### src/rtl/bitwise_logic_pipe_if.sv
// Operand/result handshake bundle for the bitwise logic pipe.
// The master drives operands and accepts results; the slave is the pipe itself.
interface bitwise_logic_pipe_if #(
    parameter int N = 32
);
    logic         in_valid;
    logic         in_ready;
    logic [2:0]   op;
    logic [N-1:0] A;
    logic [N-1:0] B;
    logic         out_valid;
    logic         out_ready;
    logic [N-1:0] C;
    logic         zero;
    logic         parity;

    modport master (
        output in_valid, op, A, B, out_ready,
        input  in_ready, out_valid, C, zero, parity
    );

    modport slave (
        input  in_valid, op, A, B, out_ready,
        output in_ready, out_valid, C, zero, parity
    );
endinterface

### src/rtl/bitwise_logic_pipe.sv
// Two-stage N-bit bitwise logic unit (8 ops) with zero/parity flags.
// Both stages use valid/ready handshakes and stall cleanly under backpressure.
module bitwise_logic_pipe #(
    parameter int N = 32
) (
    input  logic                 clk,
    input  logic                 rst,
    input  logic                 flush,
    bitwise_logic_pipe_if.slave  bus
);

    logic [N-1:0] a_p1;
    logic [N-1:0] b_p1;
    logic [2:0]   op_p1;
    logic         vld_p1;

    logic [N-1:0] c_p2;
    logic         zero_p2;
    logic         parity_p2;
    logic         vld_p2;

    logic         adv2;
    logic         in_ready;
    logic         ld1;
    logic [N-1:0] res_p1;

    function automatic logic [N-1:0] logic_op(input logic [2:0] sel,
                                              input logic [N-1:0] a,
                                              input logic [N-1:0] b);
        logic [N-1:0] r;
        case (sel)
            3'b000:  r = ~a;
            3'b001:  r = a & b;
            3'b010:  r = a | b;
            3'b011:  r = a ^ b;
            3'b100:  r = ~(a & b);
            3'b101:  r = ~(a | b);
            3'b110:  r = ~(a ^ b);
            default: r = a & ~b;
        endcase
        return r;
    endfunction

    assign adv2     = vld_p1 & (~vld_p2 | bus.out_ready);
    assign in_ready = ~flush & (~vld_p1 | adv2);
    assign ld1      = bus.in_valid & in_ready;
    assign res_p1   = logic_op(op_p1, a_p1, b_p1);

    // Stage 1: operand capture
    always_ff @(posedge clk or posedge rst) begin
        if (rst) begin
            vld_p1 <= 1'b0;
            a_p1   <= '0;
            b_p1   <= '0;
            op_p1  <= '0;
        end else begin
            if (flush)     vld_p1 <= 1'b0;
            else if (ld1)  vld_p1 <= 1'b1;
            else if (adv2) vld_p1 <= 1'b0;

            // ld1 is already gated by flush through in_ready
            if (ld1) begin
                a_p1  <= bus.A;
                b_p1  <= bus.B;
                op_p1 <= bus.op;
            end
        end
    end

    // Stage 2: result and flags
    always_ff @(posedge clk or posedge rst) begin
        if (rst) begin
            vld_p2    <= 1'b0;
            c_p2      <= '0;
            zero_p2   <= 1'b1;
            parity_p2 <= 1'b0;
        end else begin
            if (flush)                      vld_p2 <= 1'b0;
            else if (adv2)                  vld_p2 <= 1'b1;
            else if (vld_p2 & bus.out_ready) vld_p2 <= 1'b0;

            if (adv2 & ~flush) begin
                c_p2      <= res_p1;
                zero_p2   <= ~|res_p1;
                parity_p2 <= ^res_p1;
            end
        end
    end

    assign bus.in_ready  = in_ready;
    assign bus.out_valid = vld_p2;
    assign bus.C         = c_p2;
    assign bus.zero      = zero_p2;
    assign bus.parity    = parity_p2;

endmodule

### src/flat_wrapper.sv
// flat-port wrapper written by rule: the top's interface ports become plain ports
module bitwise_logic_pipe_flat 
#(
    parameter int N = 32
)
  (clk, rst, flush, bus_in_valid, bus_op, bus_A, bus_B, bus_out_ready, bus_in_ready, bus_out_valid, bus_C, bus_zero, bus_parity);
  bitwise_logic_pipe_if #(.N(N)) bus_i ();
  input  logic clk;
  input  logic rst;
  input  logic flush;
  input wire logic [$bits(bus_i.in_valid)-1:0] bus_in_valid;
  input wire logic [$bits(bus_i.op)-1:0] bus_op;
  input wire logic [$bits(bus_i.A)-1:0] bus_A;
  input wire logic [$bits(bus_i.B)-1:0] bus_B;
  input wire logic [$bits(bus_i.out_ready)-1:0] bus_out_ready;
  output wire logic [$bits(bus_i.in_ready)-1:0] bus_in_ready;
  output wire logic [$bits(bus_i.out_valid)-1:0] bus_out_valid;
  output wire logic [$bits(bus_i.C)-1:0] bus_C;
  output wire logic [$bits(bus_i.zero)-1:0] bus_zero;
  output wire logic [$bits(bus_i.parity)-1:0] bus_parity;
  assign bus_i.in_valid = bus_in_valid;
  assign bus_i.op = bus_op;
  assign bus_i.A = bus_A;
  assign bus_i.B = bus_B;
  assign bus_i.out_ready = bus_out_ready;
  assign bus_in_ready = bus_i.in_ready;
  assign bus_out_valid = bus_i.out_valid;
  assign bus_C = bus_i.C;
  assign bus_zero = bus_i.zero;
  assign bus_parity = bus_i.parity;
  bitwise_logic_pipe #(.N(N)) u_core (.clk(clk), .rst(rst), .flush(flush), .bus(bus_i));
endmodule
### config.mk
export PLATFORM = sky130hd
export DESIGN_NAME = bitwise_logic_pipe_flat
export DESIGN_NICKNAME = d
export VERILOG_FILES = /design/src/rtl/bitwise_logic_pipe_if.sv /design/src/rtl/bitwise_logic_pipe.sv /design/src/flat_wrapper.sv
export SDC_FILE = /design/constraint.sdc
export NUM_CORES = 1
export LEC_CHECK = 0
export CORE_MARGIN = 3
export CORE_UTILIZATION = 30
export CTS_BUF_LIST = sky130_fd_sc_hd__clkbuf_16
export DETAILED_ROUTE_END_ITERATION = 8
export DONT_BUFFER_PORTS = 1
export GPL_TIMING_DRIVEN = 0
export PLACE_DENSITY = 0.56
export SYNTH_ARGS = -nofsm -noshare
export SYNTH_HDL_FRONTEND = slang
export SYNTH_SLANG_ARGS = --single-unit
export TNS_END_PERCENT = 30
### constraint.sdc
create_clock -name clk -period 3.76 [get_ports clk]
set_input_delay 0.564 -clock clk [delete_from_list [all_inputs] [get_ports clk]]
set_output_delay 0.564 -clock clk [all_outputs]
set_load 0.01 [all_outputs]
== After elaboration in Yosys (flattened, before gate mapping) ==
Index checks and enable logic that the tools add are counted.
Cells by class
  multiply operators: 0
  order comparisons: 0
  multiplexer cells: 7
  eq/ne operators: 6
  add/subtract/negate cells: 0
  bitwise operators: 19
  div/mod/pow operators: 0
  shift-type cells: 0
  reductions and logical operators: 6
Operators by type and width (number)
  32-bit one-hot mux with 7 select lines: 1
  32-bit NOT: 5
  32-bit AND: 2
  32-bit bitwise OR: 1
  32-bit OR reduction: 1
  32-bit parity: 1
  32-bit bitwise XOR: 1
  3-bit == test, second input constant: 3
  3-bit by 2-bit == test with 1-bit output, second input constant: 2
  1-bit two-way mux: 6
  3-bit nonzero test: 2
  1-bit AND: 5
  3-bit by 1-bit == test with 1-bit output, second input constant: 1
  3-bit zero test: 1
  1-bit NOT: 3
  1-bit bitwise OR: 2
  1-bit zero test: 1
Storage, ports and cells
  memories: 0
  output and inout bits: 36
  memory bits (writable): 0
  latch bits: 0
  bits of input ports: 72
  ROM bits: 0
  register bits after elaboration: 103

== Depth between registers and ports, before layout ==
  depth after elaboration: 8
  depth in mapped cells: 12
  mapped depth without buffers: 12

== Worst setup path before layout ==
OpenSTA, ideal clock, no wires.
  kind: register to register
  start point: register u_core.a_p1[20]
  end point: register u_core.parity_p2 (netlist: u_core.bus.parity)
  arrival: 2.247 ns
  cell stages (with the launch flop): 13
  path buffers: 0
  required time: 3.637 ns
  path slack: 1.390 ns
  period minus slack after synthesis: 2.370 ns
  cell sequence: dfrtp_1 > inv_1 > ha_1 > mux2_2 > a22oi_1 > o21ai_0 > o21ai_0 > ha_1 > xnor2_1 > xnor2_1 > xnor2_1 > xnor2_1 > o21ai_1
Between the ends
  cells in the longest elaborated chain, start to end: 4
  elaborated cells between the ends (all ways): 10
  classes of those cells: 1 x mux; 8 x bitwise; 1 x reduce/logical
RTL lines
  from (decl): line bitwise_logic_pipe.sv:12  | logic [N-1:0] a_p1;
  from (signal assigned): line bitwise_logic_pipe.sv:63  | a_p1 <= bus.A;
  32-bit bitwise XOR (tied with other cells): line bitwise_logic_pipe.sv:35, bitwise_logic_pipe.sv:38
  32-bit NOT, on equally long branches: line bitwise_logic_pipe.sv:38, bitwise_logic_pipe.sv:36, bitwise_logic_pipe.sv:37
  32-bit one-hot mux with 7 select lines *: line bitwise_logic_pipe.sv:31  | case (sel)
  32-bit parity *: line bitwise_logic_pipe.sv:85  | parity_p2 <= ^res_p1;
  to (signal assigned): line bitwise_logic_pipe.sv:85
  to (decl): line bitwise_logic_pipe.sv:19  | logic parity_p2;
Mark *: on every way between the ends. The rest lies on a longest branch, timed or not.
A chain may end at the register's enable or synchronous reset.

== Worst setup path after layout ==
  start point: register u_core.op_p1[1]
  end point: register u_core.parity_p2 (netlist: u_core.bus.parity)
Between the ends
  cells in the longest elaborated chain, start to end: 3
  elaborated cells between the ends (all ways): 9
  classes of those cells: 6 x eq/ne; 1 x mux; 2 x reduce/logical
RTL lines
  from (decl): line bitwise_logic_pipe.sv:14  | logic [2:0] op_p1;
  from (signal assigned): line bitwise_logic_pipe.sv:65  | op_p1 <= bus.op;
  3-bit == test (tied with other cells): line bitwise_logic_pipe.sv:31
  32-bit one-hot mux with 7 select lines *: line bitwise_logic_pipe.sv:31
  32-bit parity *: line bitwise_logic_pipe.sv:85
Marked as above.

==> run summary <==
sequential area share after synthesis = 32.4%
number of setup violations in the final report = 0
netlist area before placement = 7960 um2
remaining design rule violation count = 0
total leakage power = 3.98 nW
clock transition at the register clock pins on the worst setup and hold paths after CTS = 0.07 ns
critical setup path kind = reg2reg
Yosys top cell area share = 32.1%
post-synthesis area per instance = 9.61 um2
EDFF count, synth = 0
minimum hold slack = 0.132 ns
required time of the critical path = 4.01 ns
Routed Antenna Nets = 0
Placer Congestion = 0.867
post-synthesis compound-gate area fraction = 18.3%
total negative slack = 0 ns
largest family of logic cells by synthesized area = compound AO/OA/AOI/OAI gates
Post-CTS Resized = 0
total nets after synthesis = 1012
via count of the first global-routing pass = 6076
layout overhead on the synthesized area = 9.28%
xor and xnor area share after synthesis = 1.65%
HPWL after DPL = 17.9 mm
time the worst path needs with I/O delays and setup = 3.08 ns
initial antenna violation count = 9
multi-input logic area = 4770 um2
total vias in the final route = 6054
TritonCTS clock tree = built
pin count of the biggest net entering global routing = 60
Net count, final = 1024
relative max-transition margin = 54.3%
fraction of synthesized area in multiplexers = 13.4%
clock network latency to the later pin of the worst-skew pair = 0.37 ns
worst slack at placement = 0.766 ns
global-route wire length before repair = 35.6 mm
result of the run = finished clean
buffer count from post-CTS setup fixing = 0
row count = 58
Yosys Warn Count = 0
top achievable clock speed = 325 MHz
most frequently used cell type in the post-synthesis netlist = ha_1
Placed Cells = 1159
layout cells sized above 1 = 13.7%
storage element area = 2580 um2
adder-cell share of the synthesized area = 17.6%
setup repair after global routing missed its margin = no
pin slew with the least headroom to its limit = 0.686 ns
Worst Path Arrival = 3.32 ns
violation count after the first detailed-routing iteration = 399
Core Util, Final = 33.9%
cells taking the most area after synthesis = dfrtp_1 (32%), ha_1 (18%), mux2_2 (6.1%)
Comb power frac = 47.5%
count of placed standard cells in the final layout, fillers left out = 1177
primary flip-flop cell chosen by synthesis mapping = dfrtp_1
unique cell type count in the Yosys netlist = 47
number of hold buffers added after CTS = 0
Critical Path Source Type = flip-flop
Longest Clk Path Bufs = 2
CTS Buf Count = 9
total global routing track utilization = 16.2%
WL per Instance = 19.8 um
TritonRoute pass-1 iters = 5
drt via density = 5.14
Final Cycle Share = 81.8%
maxcap violations = 0
flip-flop and latch count after synthesis = 103
Die Area = 28500 um2
part of the total power dissipated in the clock network = 19.3%
I/O pin count = 108
x dimension of the die = 169 um
max-slew violations = 0
number of levels in the clock H-tree = 3
async set-or-reset flop fraction in the synthesized netlist = 100%
root cell of the clock tree = clkbuf_16
post-route clock skew = 0.00810 ns
total grt overflow = 0
Hold Fails Final Rpt = 0
vertical die dimension = 169 um
maximum VDD drop = 491 uV
total power per unit cell area = 566 nW/um2
initial core utilization = 31.1%
overall routed net length = 23.3 mm
largest fanout on the critical path = 10
number of buffer cells added on primary ports = 0
switching part of the total power = 40.7%
largest area contributor in the netlist = dfrtp_1
Layout fillers = 2600
Num Clock Sinks = 103
worst min path class = in2async
leading cell types by count after synthesis = ha_1 (112), dfrtp_1 (102), inv_1 (72)
nature of the critical path endpoint = flip-flop
area of the placeable core = 25600 um2
worst setup slack after layout = 0.685 ns
sequential group share of total power = 33.2%
internal power = 2.92 mW
Psw = 2.00 mW
simple-gate share of the synthesized area = 9.00%
synthesized instance count = 828
R2R depth = 11
-- final timing paths --
check	startpoint	to	slack [ns]
worst max-delay path	u_core.op_p1[1]	u_core.bus.parity	0.68
worst min-delay path	rst	u_core.b_p1[27]	0.13
worst max register to register	u_core.op_p1[1]	u_core.bus.parity	0.68
worst min register to register	u_core.bus.zero	u_core.bus.zero	0.50
max in group asynchronous	rst	u_core.bus.zero	2.86
min in group clk	flush	u_core.vld_p1	0.26
-- cells in the final DEF, fill, tap and decap left out, drive strengths merged, types with 10 or more instances in the layout --
master   synthesis  final
mux2i           24     24
o21ai           93     93
xnor2           13     13
nor2            37     37
inv             73     75
a21oi           40     40
clkbuf          13     22
nand2           65     65
o32ai           15     15
ha             112    112
dfrtp          102    102
nor2b           18     18
nand2b          12     12
buf             42     43
a2bb2oi         10     10
o2bb2ai         10     10
mux2            73     73
-- stage by stage --
step,power [mW],area [um2]
finish,4.92,8690
global route,5.28,8690
CTS,4.95,8690
detailed placement,3.98,8400
global placement,3.94,8370
floorplan,3.37,7960
-- layer usage --
| layer | global-route usage, % | up-vias | share of wire (%) |
|---|---|---|---|
| met4 | 4.87 | 12 | 1.8 |
| met3 | 5.49 | 32 | 7.8 |
| met5 | 0 | - | 0.30 |
| met1 | 21.5 | 2934 | 45 |
| met2 | 25.0 | 165 | 45 |
| li1 | - | 2911 | - |
-- sequential cells by signal, indices dropped and copies added, names as in the netlist --
name                  count
u_core.bus.parity         1
u_core.vld_p1             1
u_core.bus.C             32
u_core.a_p1              32
u_core.op_p1              3
u_core.bus.zero           1
u_core.bus.out_valid      1
u_core.b_p1              32
-- critical path, cell delays in order (launching register included) --
cell	delay [ns]
dfrtp_1	0.32
buf_2	0.16
buf_2	0.25
clkbuf_1	0.56
o21ai_0	0.21
o2bb2ai_1	0.28
ha_1	0.38
xor2_1	0.18
xnor2_1	0.21
xnor2_1	0.16
xnor2_1	0.16
o21ai_1	0.08
-- area by class of cell --
class	count	share of cell area [%]
diodes	3	0.0864
plain buffers	55	3.83
clock buffers	9	2.59
clock inverters	6	0.720
inverters	73	3.18
multi-input cells	597	54.9
flip-flops and latches	103	29.7
well taps	330	4.75
repair buffers	1	0.317
-- power groups by stage --
stage / combinational (mW) / sequential (mW) / clock [mW]
5_1_grt: 2.58 / 1.68 / 1.02
3_3_place_gp: 2.28 / 1.66 / 0
3_5_place_dp: 2.32 / 1.67 / 0
2_1_floorplan: 1.80 / 1.56 / 0
4_1_cts: 2.33 / 1.64 / 0.979
6_report: 2.33 / 1.63 / 0.949
-- cells by family (layout without fill, tap and decap cells) --
group                    Yosys count  after routing
multiplexers                      97             97
buffers and inverters            128            144
other                              0              3
XOR/XNOR                          15             15
adder cells (fa/ha/maj)          112            112
AND/OR/NAND/NOR                  153            153
flip-flops                       103            103
AO/OA/AOI/OAI                    220            220
Power figures use the tool's default switching activity.
